<file path="src/rtl/toffoli_cascade_seq.sv">
// toffoli_cascade_seq: runs a programmed Toffoli cascade on a reversible
// state register, one gate per clock, in forward or reverse order.
module toffoli_cascade_seq #(
    parameter  int WIDTH = 8,
    parameter  int DEPTH = 16,
    localparam int IW    = $clog2(WIDTH),
    localparam int AW    = $clog2(DEPTH)
) (
    input  logic             clk,
    input  logic             rst_n,
    input  logic             prog_we,
    input  logic [AW-1:0]    prog_addr,
    input  logic [IW-1:0]    prog_c1,
    input  logic [IW-1:0]    prog_c2,
    input  logic [IW-1:0]    prog_t,
    input  logic [AW:0]      num_gates,
    input  logic             reverse,
    input  logic             start,
    input  logic [WIDTH-1:0] data_in,
    output logic [WIDTH-1:0] data_out,
    output logic             busy,
    output logic             done,
    output logic             err
);

    localparam int SW = 1 << IW;
    localparam int EW = 3 * IW;

    function automatic logic [SW-1:0] idx_ok_mask();
        logic [SW-1:0] m;
        m = '0;
        for (int i = 0; i < SW; i++) m[i] = (i < WIDTH);
        return m;
    endfunction

    // Index codes that name a real state bit (all of them for pow2 WIDTH).
    localparam logic [SW-1:0] IDX_OK = idx_ok_mask();

    typedef enum logic [1:0] {
        S_IDLE,
        S_RUN,
        S_DONE
    } fsm_t;

    fsm_t             fsm_q, fsm_d;
    logic [WIDTH-1:0] state_q, state_d;
    logic [AW-1:0]    pc_q, pc_d;
    logic [AW:0]      rem_q, rem_d;
    logic             rev_q, rev_d;
    logic             err_q, err_d;
    logic             busy_q, busy_d;
    logic             done_q, done_d;
    logic [EW-1:0]    prog_mem_q [DEPTH];

    logic [EW-1:0]    entry;
    logic [IW-1:0]    g_c1, g_c2, g_t;
    logic [SW-1:0]    ext, gated;
    logic             illegal;
    logic             tof_r;
    logic [AW:0]      n_clamp;

    // Program store; host writes are only accepted while idle.
    always_ff @(posedge clk) begin
        if (prog_we && !busy_q) begin
            prog_mem_q[prog_addr] <= {prog_c1, prog_c2, prog_t};
        end
    end

    // Shared Toffoli datapath on the entry addressed by pc.
    always_comb begin
        entry   = prog_mem_q[pc_q];
        g_c1    = entry[EW-1 -: IW];
        g_c2    = entry[2*IW-1 -: IW];
        g_t     = entry[IW-1:0];
        ext     = '0;
        ext[WIDTH-1:0] = state_q;
        illegal = (g_t == g_c1) || (g_t == g_c2) ||
                  !IDX_OK[g_c1] || !IDX_OK[g_c2] || !IDX_OK[g_t];
        tof_r   = (ext[g_c1] & ext[g_c2]) ^ ext[g_t];
        gated   = ext;
        gated[g_t] = tof_r;
    end

    // Sequencer next-state: start capture, gate stepping, completion.
    always_comb begin
        fsm_d   = fsm_q;
        state_d = state_q;
        pc_d    = pc_q;
        rem_d   = rem_q;
        rev_d   = rev_q;
        err_d   = err_q;
        n_clamp = (num_gates > (AW+1)'(DEPTH)) ? (AW+1)'(DEPTH) : num_gates;
        unique case (fsm_q)
            S_IDLE: begin
                if (start) begin
                    state_d = data_in;
                    rev_d   = reverse;
                    err_d   = 1'b0;
                    rem_d   = n_clamp;
                    pc_d    = reverse ? AW'(n_clamp - 1'b1) : '0;
                    fsm_d   = (n_clamp == '0) ? S_DONE : S_RUN;
                end
            end
            S_RUN: begin
                if (illegal) begin
                    err_d = 1'b1;
                end else begin
                    state_d = gated[WIDTH-1:0];
                end
                pc_d  = rev_q ? pc_q - AW'(1) : pc_q + AW'(1);
                rem_d = rem_q - 1'b1;
                if (rem_q == (AW+1)'(1)) fsm_d = S_DONE;
            end
            S_DONE: begin
                fsm_d = S_IDLE;
            end
            default: begin
                fsm_d = S_IDLE;
            end
        endcase
        busy_d = (fsm_d != S_IDLE);
        done_d = (fsm_d == S_DONE);
    end

    // Sequencer registers with asynchronous abort to the reset state.
    always_ff @(posedge clk or negedge rst_n) begin
        if (!rst_n) begin
            fsm_q   <= S_IDLE;
            state_q <= '0;
            pc_q    <= '0;
            rem_q   <= '0;
            rev_q   <= 1'b0;
            err_q   <= 1'b0;
            busy_q  <= 1'b0;
            done_q  <= 1'b0;
        end else begin
            fsm_q   <= fsm_d;
            state_q <= state_d;
            pc_q    <= pc_d;
            rem_q   <= rem_d;
            rev_q   <= rev_d;
            err_q   <= err_d;
            busy_q  <= busy_d;
            done_q  <= done_d;
        end
    end

    assign data_out = state_q;
    assign busy     = busy_q;
    assign done     = done_q;
    assign err      = err_q;

endmodule
</file>
<file path="config.mk">
export PLATFORM = sky130hd
export DESIGN_NAME = toffoli_cascade_seq
export DESIGN_NICKNAME = d
export VERILOG_FILES = /design/src/rtl/toffoli_cascade_seq.sv
export SDC_FILE = /design/constraint.sdc
export NUM_CORES = 1
export LEC_CHECK = 0
export CORE_MARGIN = 3
export CORE_UTILIZATION = 65
export DETAILED_ROUTE_END_ITERATION = 16
export PLACE_DENSITY = 0.85
export SYNTH_ARGS = -nofsm -noshare
export SYNTH_HDL_FRONTEND = slang
export SYNTH_SLANG_ARGS = --single-unit
</file>
<file path="constraint.sdc">
create_clock -name clk -period 8.5 [get_ports clk]
set_clock_uncertainty 0.05 [all_clocks]
set_input_delay 1.275 -clock clk [delete_from_list [all_inputs] [get_ports clk]]
set_output_delay 1.275 -clock clk [all_outputs]
set_load 0.03 [all_outputs]
</file>
==> metrics.md, run 1 <==
| Metric | Value |
|---|---|
| DRC | 0 |
| Worst VDD drop | 0.192 mV |
| Period minus WS final | 4.14 ns |
| Port bufs | 41 |
| RSZ-0062 raised after global routing | no |
| Hold depth | 2 |
| Filler cell count in the final layout | between 600 and 700 |
| Chip width | 116 um |
| Worst r2r dst | data_out[3] |
| # hold bufs at CTS | 0 |
| IO Pins | 42 |
| CP max stage cell | clkinv_1 |
| Max Clk Rate | about 240 MHz |
| Routed wire length per instance | 24.2 um |
| Final Hold Fails | 0 |
| Most used cell, CP | nand2_1 |
| Core Area | 11,700 sq um |
| Number of cells on the worst reg-to-reg path | 9 |
| Via density | ~6.8 |
| Total GRT Usage | 28.6% |
| Skew-Pair Late Insertion Delay | 0.43 ns |
| Vias | 5,037 |
| Max_slew headroom | 22.0% |
| Worst path required time | 8.76 ns |
| Number of synthesized flops with an enable pin | 144 |
| CP Capture Type | flip-flop |
| Flop2flop setup slack | 4.36 ns |
| Longest Clk Path Bufs | 2 |
| Syn Area/Cell | 14.5 sq um |
| Final core utilization | 76.2% |
| Crit Path Category | reg -> reg |
| Count of clock tree sinks | 167 |
| CP startpoint kind | flip-flop |
| Pin count of the biggest net entering global routing | 49 |
| First-pass GRT wire length | 28,000 um |
| Crit path max fanout | 25 |
| Pwr dens | 377 nW/um^2 |
| Register bit total from synthesis | between 150 and 200 |
| CP Data Arrival Time | 4.39 ns |
| Initial antenna violation count | 0 |
| Initial core utilization | 67.7% |
| Routed Antenna Nets | 0 |
| Setup violations, final | 0 |
| Min-delay src | err |
| Buf/Inv on CP | 1 |
| Syn nets | 581 |
| 1st-pass router iterations | 6 |
| DP HPWL | 11,700 um |
| Layout Nets | 622 |
| Seq/Total Area, Yosys | 62.1% |
| Leak | approximately 0.0031 uW |
| Crit-path cells | clkinv_1 > nand2_1 > nand2_1 > o21ai_0 > xor2_1 > o32ai_2 > nand3_1 > o211a_1 > o41ai_1 |
| Yosys cell types | 59 |
| H-tree depth | 4 |
| Setup TNS | 0 ns |
| Row cnt | 39 |
| Final Cycle Share | 48.6% |
| CTS tree | built |
| Setup Buffers After CTS | 0 |
| Main synth FF type | edfxtp_1 |
| Root Driver | clkbuf_16 |
| Largest stage delay, worst path | ~0.88 ns |
| Clk slew on worst S/H paths | 0.06 ns |
| Worst Hold End | err |
| Synth Cell Area | between 7000 and 8000 sq um |
| FFs w/ async S/R, synth | 13.8% |
| Die Area | 13,500 sq um |
| Total CTS buffers | 17 |
| Cells after synthesis | 544 |
| Area growth syn-to-layout | 12.5% |
| Yosys warnings | 0 |
| Hold Path Class | reg -> reg |
| Max-slew violations | 0 |
| Vias in the first global route | between 5,000 and 6,000 |
| Routed WL | around 18,000 um |
| CP delay by family, top | compound AO/OA/AOI/OAI gates |
| Fraction of layout cells with a size suffix above 1 | 11.9% |
| Reg2reg start | pc_q[3] |
| Resized cells post-CTS | 0 |
| Footprint of the multi-input gates | 2760 sq um |
| Outcome | completed |
| Max Cap Viol | 0 |
| Worst-Margin Slew | about 1.2 ns |
| Total grt overflow | 0 |
| Register area | 4900 sq um |
| Initial DRC Count | 613 |
| Inserted Diodes | 0 |
| Die Span Y | roughly 120 um |
| Gpl congestion | 0.960 |
## logic make-up after synthesis
| family | synth area share (%) |
|---|---|
| adder cells (fa/ha/maj) | 1.05 |
| AND/OR/NAND/NOR | 8.18 |
| AO/OA/AOI/OAI | 9.62 |
| multiplexers | 14.6 |
| buffers and inverters | 2.95 |
| flip-flops | 62.1 |
| XOR/XNOR | 1.54 |
## layout make-up
type,instances,area share [%]
Sequential cell,167,55.2
Multi-Input combinational cell,334,31.1
Timing Repair Buffer,48,5.21
Clock buffer,19,4.87
Tap cell,143,2.01
Clock inverter,12,0.929
Inverter,17,0.718
## sequential cells by signal (all words and copies together), names as in the netlist
register / count
rem_q: 5
data_out: 8
rev_q: 1
pc_q: 4
done: 1
fsm_q: 2
busy: 1
prog_mem_q: 144
err: 1
## cell usage after synthesis, types with 5 or more instances
master,count,area (sq um)
xnor2_1,9,78.8
a21oi_1,19,95.1
nand2_1,50,188
ha_1,5,62.6
inv_1,14,52.6
edfxtp_1,144,4320
dfrtp_1,23,576
mux2i_1,27,270
a31oi_1,8,50.1
mux2_2,13,146
nor3_1,11,55.1
buf_2,6,30.0
nor2b_1,12,75.1
o21ai_0,21,105
nand3_1,6,30.0
nand2b_1,11,68.8
a2bb2oi_1,5,43.8
clkbuf_1,14,52.6
mux4_1,15,394
o22ai_1,9,56.3
o41ai_1,6,52.6
nor2_1,35,131
mux4_2,13,293
## layout by cell type, fill, tap and decap left out, types with 4 or more instances in the layout
cell             Yosys  routed
clkdlybuf4s50_1      0      41
a22oi_1              4       4
dfrtp_1             23      22
nor2b_1             12      12
edfxtp_1           144     144
a2bb2oi_1            5       5
clkinv_1             2       5
mux4_2              13      13
nor3_1              11      11
nand3_1              6       6
xnor2_1              9       9
clkinv_4             0       4
ha_1                 5       5
inv_1               14      14
nand2b_1            11      11
o41ai_1              6       6
nor2_1              35      35
a31oi_1              8       8
o21ai_0             21      21
a21oi_1             19      19
a221o_1              4       4
buf_4                0       7
mux4_1              15      15
mux2i_1             27      27
nand2_1             50      50
o22ai_1              9       9
o21a_1               4       4
clkbuf_16            0      17
mux2_2              13      13
## how the worst max path moves through the flow
stage / end / slack (ns) / depth (start not counted) / from
final: data_out[3] / 4.36 / 9 / pc_q[3]
after global routing: data_out[3] / 3.98 / 9 / pc_q[3]
after CTS: data_out[3] / 4.50 / 9 / pc_q[3]
after detailed placement: data_out[3] / 4.52 / 9 / pc_q[3]
after global placement: rem_q[3] / 4.66 / 8 / num_gates[4]
after floorplan: rem_q[3] / 5.51 / 7 / num_gates[4]
## routing by layer
layer / GRT usage (%) / wire [um] / up-vias
met3: 5.70 / 1340 / 43
met1: 40.3 / 7270 / 2506
met2: 44.3 / 8830 / 269
li1: - / - / 2219
met5: 0 / 0 / -
met4: 12.5 / 496 / 0
## stage by stage
step / worst slack (ns) / hold WS, ns / area, sq um / cells / total power, uW
6_report: 4.36 / 0.465 / 8880 / 740 / 3350
5_1_grt: 3.98 / 0.513 / 8880 / 740 / 3530
4_1_cts: 4.50 / 0.466 / 8880 / 740 / 3330
3_5_place_dp: 4.52 / 0.451 / 8370 / 709 / 2640
3_3_place_gp: 4.66 / 0.440 / 8370 / 709 / 2580
2_1_floorplan: 5.51 / 0.432 / 7900 / 544 / 2300
## where the power goes
part | switching [uW] | internal (uW) | total (uW) | leakage, uW
combinational | 940 | 656 | 1600 | 0.00128
sequential | 117 | 962 | 1080 | 0.00157
clock | 305 | 370 | 675 | 0.000247
## worst min-delay path: cells and delay by family (launching register included)
| family | cells | cell delay (ns) |
|---|---|---|
| AOI/OAI and AO/OA | 1 | 0.08 |
| and+or+nand+nor | 1 | 0.06 |
| DFF | 1 | 0.34 |
(Power assumes the default switching activity.)
==> run 2: changes to the inputs <==
- CORE_UTILIZATION: 65 -> 54
- PLACE_DENSITY: 0.85 -> 0.76
- clock period: 8.5 -> 3.6 ns (I/O delays scaled with it)
==> run 2 against run 1 <==
Compared with the run above:
- worst setup slack worse by 4.0 ns
- die area up 19%
- register-to-register slack worse by 4.0 ns
- count of clock-buffer cells in the layout down 2
- via count down 2.4%
- worst hold slack better by 0.012 ns
- fmax up 26%
- first-iteration DRC count down 17%
- largest power group unchanged
==> metrics.md, run 2 (synthesized netlist as in run 1, its figures left out) <==
| Metric | Value |
|---|---|
| Max FFs per register | 144 (unchanged) |
| Register area | 4900 sq um (unchanged) |
| Vias | 4,916 (-2.4%) |
| CP startpoint kind | flip-flop |
| Worst path required time | 3.86 ns (-4.90 ns) |
| Biggest register | prog_mem_q |
| CP Data Arrival Time | 3.54 ns (-0.85 ns) |
| Gpl congestion | 0.904 (-5.8%) |
| # hold bufs at CTS | 0 (unchanged) |
| Total CTS buffers | 17 (unchanged) |
| DP HPWL | 11,600 um (-0.87%) |
| Filler cell count in the final layout | 1,012 (+52%) |
| Longest Clk Path Bufs | 2 (unchanged) |
| Commonest non-fill, non-tap cell in the layout | edfxtp_1 |
| Period minus WS final | 3.27 ns (-0.860 ns) |
| H-tree depth | 4 (unchanged) |
| Max-slew violations | 0 (unchanged) |
| Initial core utilization | 56.0% (-12 points) |
| Vias in the first global route | 4,911 (-2.1%) |
| Pin count of the biggest net entering global routing | 37 (-24%) |
| Final core utilization | 65.1% (-11 points) |
| Initial antenna violation count | 0 (unchanged) |
| Setup TNS | 0 ns (unchanged) |
| Max Cap Viol | 0 (unchanged) |
| Count of clock tree sinks | 167 (unchanged) |
| Crit path from | pc_q[2] |
| Inserted Diodes | 0 (unchanged) |
| Initial DRC Count | 511 (-17%) |
| Post-route design area | 9170 sq um (+3.3%) |
| Resized cells post-CTS | 0 (unchanged) |
| Routed WL | 17,300 um (-3.5%) |
| Core Area | 14,100 sq um (+21%) |
| CTS tree | built |
| Area growth syn-to-layout | 16.2% |
| Crit Path Category | reg -> reg |
| Footprint of the multi-input gates | 2760 sq um (unchanged) |
| Die Span Y | 127 um (+9.2%) |
| Setup violations, final | 0 (unchanged) |
| Worst VDD drop | 0.712 mV (+270%) |
| First-pass GRT wire length | 27,900 um (-0.49%) |
| Total GRT Usage | 22.8% (-5.8 points) |
| CP delay by family, top | compound AO/OA/AOI/OAI gates |
| Layout Nets | 640 (+2.9%) |
| Die Area | 16,100 sq um (+19%) |
| Row cnt | 43 (+10%) |
| Buf/Inv on CP | 1 (unchanged) |
| Max Clk Rate | 305 MHz (+26%) |
| Dpl cell area | 8600 sq um (+2.8%) |
| Min-delay src | err |
| IO Pins | 42 (unchanged) |
| Fraction of layout cells with a size suffix above 1 | 15.3% (+3.4 points) |
| Commonest non-fill, non-tap cells in the layout | 144 x edfxtp_1, 50 x nand2_1, 41 x clkdlybuf4s50_1, 35 x nor2_1, 27 x mux2i_1 |
| Reg2reg start | pc_q[2] |
| Crit-path cells | buf_12 > nand2b_1 > o22ai_1 > a221oi_4 > mux2i_1 > a311oi_1 > a211oi_1 > o211a_1 > xor2_2 > o41ai_1 |
| Via density | 6.18 (-9.3%) |
| Outcome | completed |
| Port bufs | 41 (unchanged) |
| Setup Buffers After CTS | 0 (unchanged) |
| CP max stage cell | dfrtp_1 |
| 1st-pass router iterations | 6 (unchanged) |
| Root Driver | clkbuf_16 |
| Pwr dens | 899 nW/um^2 (+140%) |
| Final Cycle Share | 91.0% (+42 points) |
| Power Total | 8250 uW (+150%) |
| Final Hold Fails | 0 (unchanged) |
| Max_slew headroom | 26.1% (+4.1 points) |
| Routed Antenna Nets | 0 (unchanged) |
| Crit path max fanout | 22 (-12%) |
| CP Capture Type | flip-flop |
| Clk slew on worst S/H paths | 0.07 ns (about the same) |
| Routed wire length per instance | 21.8 um (-10%) |
| Largest stage delay, worst path | 0.52 ns (-0.36 ns) |
| Leak | 0.00323 uW (+4.4%) |
| Total grt overflow | 0 (unchanged) |
| Worst-Margin Slew | 1.10 ns (-0.0611 ns) |
| RSZ-0062 raised after global routing | no |
| Chip width | 127 um (+9.2%) |
| DRC | 0 (unchanged) |
| WHS | 0.477 ns (+0.0121 ns) |
| Skew-Pair Late Insertion Delay | 0.43 ns (about the same) |
| Hold Path Class | reg -> reg |
==> run 2: layer usage <==
metal | GRT usage, % | part of all wire (%) | wire length [um] | up-vias
met4 | 5.49 | 0.74 | 129 | 0
met2 | 37.1 | 50 | 8740 | 167
met5 | 0 | 0 | 0 | -
met1 | 31.8 | 44 | 7670 | 2482
li1 | - | - | - | 2256
met3 | 4.93 | 4.5 | 784 | 11
==> run 2: worst paths after layout <==
check                                    to  slack (ns)  depth (start not counted)
worst max-delay path            data_out[3]        0.33                         10
worst min-delay path                    err        0.48                          2
worst max register to register  data_out[3]        0.33                         10
worst min register to register          err        0.48                          2
max in group asynchronous           pc_q[0]        2.10                          1
min in group asynchronous       data_out[6]        0.65                          1
==> run 2: tightest hold or removal path, cell delays in order (launching register included) <==
cell and delay (ns):
dfrtp_1 0.35, o21ai_0 0.09, nand2_1 0.06
==> run 2: per-stage QoR <==
stage	cells	worst slack, ns
finish	796	0.325
CTS	796	0.291
floorplan	544	0.646
detailed placement	764	0.304
global placement	764	0.463
global route	796	0.115
==> run 2: cell type report <==
cell class              instances  share of cell area [%]
clock inverters                15                    1.61
inverters                      17                   0.696
flip-flops and latches        167                    53.4
repair buffers                 66                    7.06
clock buffers                  17                    4.64
well taps                     180                    2.45
multi-input cells             334                    30.1
==> run 2: power breakdown <==
group,switching (uW),leakage [uW],internal [uW]
clock network,796,0.000277,968
logic,2160,0.00138,1780
registers,280,0.00157,2270
total,3230,0.00323,5020
==> run 3: changes to the inputs <==
- MAX_ROUTING_LAYER: not set -> met4
- TNS_END_PERCENT: not set -> 5
==> run 3 against run 2 <==
Compared with the run above:
- critical path depth unchanged
- utilization about the same
- first-iteration DRC count increased by 1.8%
- critical endpoint is now data_out[5]
- global-route usage increased by 0.61 points
==> metrics.md, run 3 (synthesized netlist as in run 1, its figures left out) <==
| Metric | Value |
|---|---|
| Max-slew violations | 0 (unchanged) |
| CP startpoint kind | flip-flop |
| Routed WL | 17,300 um (-0.10%) |
| Commonest non-fill, non-tap cell in the layout | edfxtp_1 |
| Routed Antenna Nets | 0 (unchanged) |
| Int Power | 4970 uW (-0.97%) |
| Initial DRC Count | 520 (+1.8%) |
| RSZ-0062 raised after global routing | no |
| Period minus WS final | 3.33 ns (+0.0502 ns) |
| Hold Path Class | reg -> reg |
| Die Area | 16,100 sq um (unchanged) |
| Reg2reg start | pc_q[0] |
| Worst VDD drop | 0.533 mV (-25%) |
| Skew-Pair Late Insertion Delay | 0.43 ns (about the same) |
| CP Data Arrival Time | 3.58 ns (+0.04 ns) |
| Max Clk Rate | 301 MHz (-1.5%) |
| Core Area | 14,100 sq um (unchanged) |
| Biggest register | prog_mem_q |
| Die Span Y | 127 um (unchanged) |
| CP max stage cell | mux4_1 |
| Row cnt | 43 (unchanged) |
| Total GRT Usage | 23.4% (+0.61 points) |
| Buf/Inv on CP | 1 (unchanged) |
| CP delay by family, top | compound AO/OA/AOI/OAI gates |
| WHS | 0.503 ns (+0.0257 ns) |
| # hold bufs at CTS | 0 (unchanged) |
| CTS tree | built |
| First-pass GRT wire length | 27,800 um (-0.42%) |
| Longest Clk Path Bufs | 2 (unchanged) |
| Pwr dens | 896 nW/um^2 (-0.32%) |
| Final Cycle Share | 92.4% (+1.4 points) |
| Vias in the first global route | 4,877 (-0.69%) |
| Vias | 4,991 (+1.5%) |
| Area growth syn-to-layout | 16.3% (about the same) |
| H-tree depth | 4 (unchanged) |
| Psw | 3260 uW (+0.86%) |
| Largest stage delay, worst path | 0.63 ns (+0.11 ns) |
| Commonest non-fill, non-tap cells in the layout | 144 x edfxtp_1, 50 x nand2_1, 41 x clkdlybuf4s50_1, 35 x nor2_1, 27 x mux2i_1 |
| Min-delay src | err |
| Resized cells post-CTS | 0 (unchanged) |
| Routed wire length per instance | 21.6 um (-0.60%) |
| 1st-pass router iterations | 5 (-1) |
| IO Pins | 42 (unchanged) |
| Root Driver | clkbuf_16 |
| Chip width | 127 um (unchanged) |
| Crit path from | pc_q[0] |
| Clk slew on worst S/H paths | 0.07 ns (about the same) |
| Max FFs per register | 144 (unchanged) |
| Fraction of layout cells with a size suffix above 1 | 15.8% (+0.55 points) |
| Crit-path cells | buf_4 > mux4_1 > mux2i_4 > nor2_1 > a2111oi_0 > a21oi_1 > nor3_1 > a221o_1 > xor2_2 > o41ai_1 |
| Inserted Diodes | 0 (unchanged) |
| Setup Buffers After CTS | 0 (unchanged) |
| Max Cap Viol | 0 (unchanged) |
| Outcome | completed |
| Setup violations, final | 0 (unchanged) |
| Comb pwr share | 48.2% (+0.5 points) |
| Sequential share of power | 30.9% (about the same) |
| Total grt overflow | 0 (unchanged) |
| Port bufs | 41 (unchanged) |
| Setup TNS | 0 ns (unchanged) |
| Switching Share | 39.6% (+0.44 points) |
| Final Hold Fails | 0 (unchanged) |
| Max_slew headroom | 24.8% (-1.3 points) |
| DP HPWL | 11,600 um (-0.16%) |
| Initial core utilization | 56.0% (unchanged) |
| Initial antenna violation count | 0 (unchanged) |
| Via density | 6.24 (+1.0%) |
| Total CTS buffers | 17 (unchanged) |
| Crit path max fanout | 12 (-45%) |
| Layout Nets | 644 (+0.63%) |
| Crit Path Category | reg -> reg |
| Worst path required time | 3.86 ns (about the same) |
| Leak | 0.00324 uW (about the same) |
| DRC | 0 (unchanged) |
| Count of clock tree sinks | 167 (unchanged) |
| Worst-Margin Slew | 1.13 ns (+0.0202 ns) |
| CP Capture Type | flip-flop |
| Gpl congestion | 0.966 (+6.9%) |
| Pin count of the biggest net entering global routing | 37 (unchanged) |
| Clock Power Share | 20.9% (-0.5 points) |
[run 3: changes by cell type in the layout (fill, tap and decap cells not counted)]
cell and delta:
clkinv_1 -1, clkinv_2 -2, clkinv_4 -3, clkbuf_1 +1
inv_8 +2, clkinvlp_4 +2, buf_12 -1, buf_4 +5
bufinv_16 -1, inv_6 +2
[run 3: path summary, 6_finish.rpt]
path	end	slack, ns	cells after the start
setup / recovery	data_out[5]	0.27	10
hold / removal	err	0.50	2
setup reg to reg	data_out[5]	0.27	10
hold reg to reg	err	0.50	2
max in group asynchronous	pc_q[0]	2.09	1
min in group asynchronous	rem_q[0]	0.67	1
[run 3: cell type report]
| cell class | count | area [sq um] |
|---|---|---|
| timing repair buffer | 70 | 666 |
| fill | 988 | 4920 |
| multi-input combinational | 334 | 2760 |
| clock buffer | 18 | 429 |
| sequential | 167 | 4900 |
| tap | 180 | 225 |
| inverter | 17 | 63.8 |
| clock inverter | 14 | 133 |
[run 3: power by group through the flow]
stage               Clock (uW)  Combinational, uW  Sequential (uW)
CTS                       1750               3960             2530
finish                    1720               3970             2540
global route              1840               4330             2560
detailed placement           0               3930             2570
floorplan                    0               2880             2550
global placement             0               3860             2560
[run 3: worst min-delay path: stages (launching register included)]
cell and delay, ns:
dfrtp_1 0.36, o21ai_0 0.10, nand2_1 0.07
[run 3: stage by stage]
step           total power (uW)  setup WS (ns)  utilization, %  cell area, sq um  std cells
6_report                   8230          0.275            65.1              9180        800
5_1_grt                    8740         0.0742            65.1              9180        800
4_1_cts                    8250          0.265            65.1              9180        800
3_5_place_dp               6500          0.307            61.1              8620        768
3_3_place_gp               6420          0.451            61.1              8620        768
2_1_floorplan              5430          0.646               -              7900        544
[run 3: per-layer routing]
layer  GRT usage (%)  up-vias  wire (um)
li1                -     2262          -
met2            36.5      184       8560
met5               -        -          0
met4            8.20        0        332
met3            4.55       38        942
met1            31.2     2507       7460
